## src/rtl/cpu_types_pkg.sv

```systemverilog
// Shared types and constants for the pipelined MIPS core.
package cpu_types_pkg;

  typedef logic [31:0] word_t;

  typedef enum logic [1:0] {
    FETCH,
    DRAIN,
    HOLD,
    HALTED
  } fetch_state_t;

  localparam word_t WORD_BYTES = 32'd4;

endpackage

```

## src/rtl/fetch_unit_if.sv

```systemverilog
// Fetch-stage bus: I-cache request/response plus the IF/ID-side signals.
interface fetch_unit_if;
  import cpu_types_pkg::*;

  logic  ihit;
  word_t imemload;
  logic  imemREN;
  word_t imemaddr;
  logic  stall;
  logic  redirect;
  word_t redirect_pc;
  logic  halt;
  logic  if_valid;
  word_t if_instr;
  word_t if_pc;
  word_t if_npc;

  modport master (
    input  ihit, imemload, stall, redirect, redirect_pc, halt,
    output imemREN, imemaddr, if_valid, if_instr, if_pc, if_npc
  );

  modport slave (
    output ihit, imemload, stall, redirect, redirect_pc, halt,
    input  imemREN, imemaddr, if_valid, if_instr, if_pc, if_npc
  );
endinterface

```

## src/rtl/fetch_unit.sv

```systemverilog
// Instruction-fetch stage: owns the PC, drives the I-cache request, handles redirects and halt.
// Optional skid buffer for an ihit that lands on a stall: define FETCH_SKID_BUF_EN.
//
// state  | meaning
// FETCH  | normal fetch at pc
// DRAIN  | redirect arrived mid-miss; wait for the stale ihit, then jump to tgt
// HOLD   | instruction captured during stall, replayed from buf
// HALTED | fetch stopped until reset
module fetch_unit
  import cpu_types_pkg::*;
#(
  parameter word_t PC_INIT = 32'h0000_0000
) (
  input logic          CLK,
  input logic          nRST,
  fetch_unit_if.master fif
);

  fetch_state_t state, state_n;
  word_t        pc, pc_n, tgt, tgt_n;
  word_t        redirect_tgt;
  logic         ren, valid;
  word_t        instr, out_pc;
`ifdef FETCH_SKID_BUF_EN
  word_t        buf_instr, buf_instr_n;
  logic         buf_valid, buf_valid_n;
`endif

  // keep pc word-aligned even if a misaligned target slips through
  assign redirect_tgt = {fif.redirect_pc[31:2], 2'b00};

  always_ff @(posedge CLK or negedge nRST) begin
    if (!nRST) begin
      state     <= FETCH;
      pc        <= PC_INIT;
      tgt       <= '0;
`ifdef FETCH_SKID_BUF_EN
      buf_instr <= '0;
      buf_valid <= 1'b0;
`endif
    end else begin
      state     <= state_n;
      pc        <= pc_n;
      tgt       <= tgt_n;
`ifdef FETCH_SKID_BUF_EN
      buf_instr <= buf_instr_n;
      buf_valid <= buf_valid_n;
`endif
    end
  end

  always_comb begin
    state_n     = state;
    pc_n        = pc;
    tgt_n       = tgt;
    ren         = 1'b0;
    valid       = 1'b0;
    instr       = fif.imemload;
    out_pc      = pc;
`ifdef FETCH_SKID_BUF_EN
    buf_instr_n = buf_instr;
    buf_valid_n = buf_valid;
`endif
    case (state)
      FETCH: begin
        ren   = !fif.stall;
        valid = fif.ihit && !fif.redirect;
        if (fif.halt) begin
          state_n = HALTED;
        end else if (fif.redirect) begin
          if (fif.ihit || fif.stall) begin
            pc_n = redirect_tgt;
          end else begin
            tgt_n   = redirect_tgt;
            state_n = DRAIN;
          end
        end else if (fif.ihit && !fif.stall) begin
          pc_n = pc + WORD_BYTES;
`ifdef FETCH_SKID_BUF_EN
        end else if (fif.ihit) begin
          buf_instr_n = fif.imemload;
          buf_valid_n = 1'b1;
          pc_n        = pc + WORD_BYTES;
          state_n     = HOLD;
`endif
        end
      end
      DRAIN: begin
        // the cache must see the stale request through, so ren ignores stall
        ren = 1'b1;
        if (fif.halt) begin
          state_n = HALTED;
        end else if (fif.ihit) begin
          pc_n    = fif.redirect ? redirect_tgt : tgt;
          state_n = FETCH;
        end else if (fif.redirect) begin
          tgt_n = redirect_tgt;
        end
      end
`ifdef FETCH_SKID_BUF_EN
      HOLD: begin
        valid  = buf_valid;
        instr  = buf_instr;
        out_pc = pc - WORD_BYTES;
        if (fif.halt) begin
          buf_valid_n = 1'b0;
          state_n     = HALTED;
        end else if (fif.redirect) begin
          buf_valid_n = 1'b0;
          pc_n        = redirect_tgt;
          state_n     = FETCH;
        end else if (!fif.stall) begin
          buf_valid_n = 1'b0;
          state_n     = FETCH;
        end
      end
`endif
      default: ;
    endcase
  end

  assign fif.imemREN  = nRST && ren;
  assign fif.imemaddr = pc;
  assign fif.if_valid = nRST && valid;
  assign fif.if_instr = nRST ? instr : '0;
  assign fif.if_pc    = out_pc;
  assign fif.if_npc   = out_pc + WORD_BYTES;

endmodule

```

## src/flat_wrapper.sv

```systemverilog
// flat-port wrapper written by rule: the top's interface ports become plain ports
module fetch_unit_flat import cpu_types_pkg::*;
#(
  parameter word_t PC_INIT = 32'h0000_0000
)
  (CLK, nRST, fif_ihit, fif_imemload, fif_stall, fif_redirect, fif_redirect_pc, fif_halt, fif_imemREN, fif_imemaddr, fif_if_valid, fif_if_instr, fif_if_pc, fif_if_npc);
  fetch_unit_if fif_i ();
  input logic CLK;
  input logic nRST;
  input wire logic [$bits(fif_i.ihit)-1:0] fif_ihit;
  input wire logic [$bits(fif_i.imemload)-1:0] fif_imemload;
  input wire logic [$bits(fif_i.stall)-1:0] fif_stall;
  input wire logic [$bits(fif_i.redirect)-1:0] fif_redirect;
  input wire logic [$bits(fif_i.redirect_pc)-1:0] fif_redirect_pc;
  input wire logic [$bits(fif_i.halt)-1:0] fif_halt;
  output wire logic [$bits(fif_i.imemREN)-1:0] fif_imemREN;
  output wire logic [$bits(fif_i.imemaddr)-1:0] fif_imemaddr;
  output wire logic [$bits(fif_i.if_valid)-1:0] fif_if_valid;
  output wire logic [$bits(fif_i.if_instr)-1:0] fif_if_instr;
  output wire logic [$bits(fif_i.if_pc)-1:0] fif_if_pc;
  output wire logic [$bits(fif_i.if_npc)-1:0] fif_if_npc;
  assign fif_i.ihit = fif_ihit;
  assign fif_i.imemload = fif_imemload;
  assign fif_i.stall = fif_stall;
  assign fif_i.redirect = fif_redirect;
  assign fif_i.redirect_pc = fif_redirect_pc;
  assign fif_i.halt = fif_halt;
  assign fif_imemREN = fif_i.imemREN;
  assign fif_imemaddr = fif_i.imemaddr;
  assign fif_if_valid = fif_i.if_valid;
  assign fif_if_instr = fif_i.if_instr;
  assign fif_if_pc = fif_i.if_pc;
  assign fif_if_npc = fif_i.if_npc;
  fetch_unit #(.PC_INIT(PC_INIT)) u_core (.CLK(CLK), .nRST(nRST), .fif(fif_i));
endmodule
```

## config.mk

```make
export PLATFORM = sky130hd
export DESIGN_NAME = fetch_unit_flat
export DESIGN_NICKNAME = d
export VERILOG_FILES = /design/src/rtl/cpu_types_pkg.sv /design/src/rtl/fetch_unit_if.sv /design/src/rtl/fetch_unit.sv /design/src/flat_wrapper.sv
export SDC_FILE = /design/constraint.sdc
export NUM_CORES = 1
export LEC_CHECK = 0
export BUFFER_PORTS_ARGS = -buffer_cell sky130_fd_sc_hd__buf_2
export CAP_MARGIN = 20
export CORE_UTILIZATION = 52
export CTS_CLUSTER_DIAMETER = 30
export CTS_CLUSTER_SIZE = 16
export DETAILED_ROUTE_END_ITERATION = 16
export HOLD_SLACK_MARGIN = 0.03
export PLACE_DENSITY = 0.95
export SKIP_LAST_GASP = 1
export SLEW_MARGIN = 20
export SYNTH_ARGS = -nofsm -noshare
export SYNTH_HDL_FRONTEND = slang
export SYNTH_SLANG_ARGS = --single-unit
```

## constraint.sdc

```tcl
create_clock -name CLK -period 4.6 [get_ports CLK]
set_input_delay 0.92 -clock CLK [delete_from_list [all_inputs] [get_ports CLK]]
set_output_delay 0.92 -clock CLK [all_outputs]
set_load 0.005 [all_outputs]
```

==> impl_metrics.ini <==
[yosys]
warning_count_from_the_yosys_run = 0
seq_area_frac_synth_pct = 37.7
synth_area_um2 = 4380
post_synth_inst_count = 500
ys_types = 52
synth.ff_latch_count = 66
mappedNetlistNets = 571
synth.avg_cell_area_um2 = 8.77
synthArstFlopShare_pct = 100
ys.flop_type = sky130_fd_sc_hd__dfrtp_1
synth_enable_flop_cells = 0

[layout]
layout.cells.most_common_list = sky130_fd_sc_hd__buf_2, sky130_fd_sc_hd__dfrtp_1, sky130_fd_sc_hd__nand2_1, sky130_fd_sc_hd__and2_1, sky130_fd_sc_hd__nor2_1
fin_nets = 722
layout-area-overhead-vs-synth_pct = 23.3
layout_cells_excl_fill = 761
layout-drive-gt1-share_pct = 40.2
antenna-diode-count = 0
design_area_um2 = 5410
layout_commonest_cell = sky130_fd_sc_hd__buf_2

[sta]
slew_viols_final = 0
skew_ps = 13.6
fin_tns_setup_ps = 0
period_minus_slack_ps = 3650
max_freq_mhz = 274
setup_violations = 0
timing.max_slew.rel_slack_pct = 33.0
post-route-period-util_pct = 79.3
hold_slack_ps = 498
rsz0062_at_grt = false
finalHoldViolCount = 0
worst-slew-pin-transition_ps = 1000

[clocking]
numCtsBuffers = 9
ctsResizeCount = 0
cts.clk_slew.worst_paths_ps = 80
cts_root_buf = sky130_fd_sc_hd__clkbuf_8
post-cts-setup-buffers = 0
clock_tree.buffer_depth = 2
post_cts_hold_fix_bufs = 0
clock_latency_ps = 360
cts_tree = yes
numClockSinks = 66
cts.htree.levels = 3

[global_route]
first_global_vias = 4360
grt_first_pass_wirelength_mm = 20.9
antenna_found_initial = 0
largest_net_degree_at_the_start_of_global_routing = 56
globalRoute.totalOverflow = 0
groute.usage.overall_pct = 30.9

[critical_path]
crit_start = u_core.fif.if_pc[2]$_DFFE_PN0P_
critical_path.max_fanout = 8
worstPathArrival_ps = 2730
r2r_cells = 5
rr_startpoint = u_core.fif.if_pc[6]$_DFFE_PN0P_
worst-setup-path-type = reg2out
worst_setup_path_end_kind = output port
crit_end = fif_if_npc[28]
reg2reg_slack_ps = 2080
worstPathRequired_ps = 3680
r2r_end = u_core.fif.if_pc[19]$_DFFE_PN0P_
startpoint_type = register

[drt]
antenna_violating_nets_post_route = 0
first_pass_iters = 5
top_routing_layer_in_use = met4
first_iter_violations = 350
wl_per_cell_um = 17.8
via_density = 5.92
routed-via-count = 4503
route.met3.wl_mm = 1.32
detail_route.wirelength.met1_mm = 5.18
drt_drc_violations_left = 0
detailroute.wirelength.met2_mm = 6.65
detail_route.wirelength_mm = 13.6

[pwr]
worst_ir_drop_vdd_uv = 151
pwr_density_nw_per_um2 = 270
total_power_uw = 1460
leakage_uw = 0.00278

[run]
max_cap_viol_count = 0

[floorplanning]
floorplan.die.width_um = 93.8
die-area_um2 = 8800
num_io_pins = 200
std_cell_rows = 33
dieHeight_um = 93.8
placeableCoreArea_um2 = 8180
initial_utilization_pct = 53.6

[worst_hold_path]
hold_wc_path_type = reg2reg

[run_status]
run_status = complete, no violations

[placed_design]
placed_instance_area_um2 = 5200
place_congestion = 0.888
place.port_buffers = 197
hpwlAfterDp_mm = 9.51
place_inst = 744
==> critical path, cell delays in order (launching register included) <==
cell and delay (ps):
sky130_fd_sc_hd__dfrtp_1 480, sky130_fd_sc_hd__ha_1 260, sky130_fd_sc_hd__nand3_1 260, sky130_fd_sc_hd__or3_4 440, sky130_fd_sc_hd__nor4_1 600, sky130_fd_sc_hd__xnor2_1 210, sky130_fd_sc_hd__buf_2 140
==> per-layer routing <==
layer  GRT usage, %  vias up
met5              0        -
met4           13.6        0
met3           6.72       48
met2           51.3      293
met1           38.6     2132
li1               -     2030
==> how the worst min path moves through the flow <==
stage                           endpoint  cells past startpoint  slack, ps                 startpoint
2_1_floorplan  u_core.tgt[0]$_DFFE_PN0P_                      1        450  u_core.tgt[0]$_DFFE_PN0P_
4_1_cts        u_core.tgt[0]$_DFFE_PN0P_                      1        500  u_core.tgt[0]$_DFFE_PN0P_
5_1_grt        u_core.tgt[0]$_DFFE_PN0P_                      1        510  u_core.tgt[0]$_DFFE_PN0P_
6_report       u_core.tgt[0]$_DFFE_PN0P_                      1        500  u_core.tgt[0]$_DFFE_PN0P_
3_5_place_dp   u_core.tgt[0]$_DFFE_PN0P_                      1        480  u_core.tgt[0]$_DFFE_PN0P_
3_3_place_gp   u_core.tgt[0]$_DFFE_PN0P_                      1        470  u_core.tgt[0]$_DFFE_PN0P_
==> logic make-up (layout without fill, tap and decap cells) <==
family	Yosys count	after routing	synth area share (%)
mux	32	32	8.16
compound gates	99	99	14.4
buf+inv	80	236	9.82
xor+xnor	28	28	5.59
simple gates	194	194	24.1
flops	66	66	37.7
fa+ha+maj	1	1	0.285
==> synthesized netlist by cell type, drive strengths merged (2+ instances only) <==
| cell | instances | share of area (%) |
|---|---|---|
| a211oi | 2 | 0.34 |
| xnor2 | 16 | 3.2 |
| o21ai | 30 | 3.4 |
| nor2 | 33 | 2.8 |
| mux2 | 30 | 7.7 |
| or4 | 5 | 0.97 |
| and4 | 4 | 0.80 |
| a31oi | 5 | 0.71 |
| clkbuf | 28 | 2.4 |
| buf | 40 | 6.4 |
| o2bb2ai | 8 | 1.6 |
| o21a | 2 | 0.34 |
| and2 | 35 | 5.0 |
| o22a | 2 | 0.40 |
| o31a | 3 | 0.60 |
| a221oi | 7 | 1.4 |
| nand2b | 5 | 0.71 |
| or3 | 4 | 0.71 |
| o31ai | 4 | 0.68 |
| xor2 | 12 | 2.4 |
| a21oi | 23 | 2.6 |
| a22o | 3 | 0.60 |
| and4b | 2 | 0.46 |
| nand2 | 42 | 3.6 |
| nand3 | 16 | 1.8 |
| and3 | 15 | 2.1 |
| dfrtp | 66 | 38 |
| inv | 12 | 1.0 |
| o22ai | 6 | 0.86 |
| nand4 | 10 | 1.8 |
| mux2i | 2 | 0.46 |
| nor3 | 13 | 1.6 |
| nor4 | 5 | 0.86 |
==> power by group <==
group | internal [uW] | switching, uW | leakage [uW] | total, uW
Combinational | 140 | 137 | 0.00184 | 277
Sequential | 616 | 62.2 | 0.000843 | 678
Clock | 265 | 238 | 0.0000945 | 503
==> flip-flops by register name (all words and copies together), names as in the netlist <==
register          count
u_core.fif.if_pc     32
u_core.state          2
u_core.tgt           32
==> area by class of cell <==
class	count	area (um^2)
timing repair buffer	208	1070
sequential	66	1650
clock inverter	6	66.3
tap	105	131
multi-input combinational	354	2300
inverter	12	45.0
clock buffer	10	138
fill	665	2770
==> metrics by stage <==
step,setup WS (ps),util [%]
global route,851,66.1
floorplan,1710,-
CTS,968,66.1
finish,953,66.1
global placement,1450,63.6
detailed placement,1350,63.6
Power figures use the tool's default switching activity.
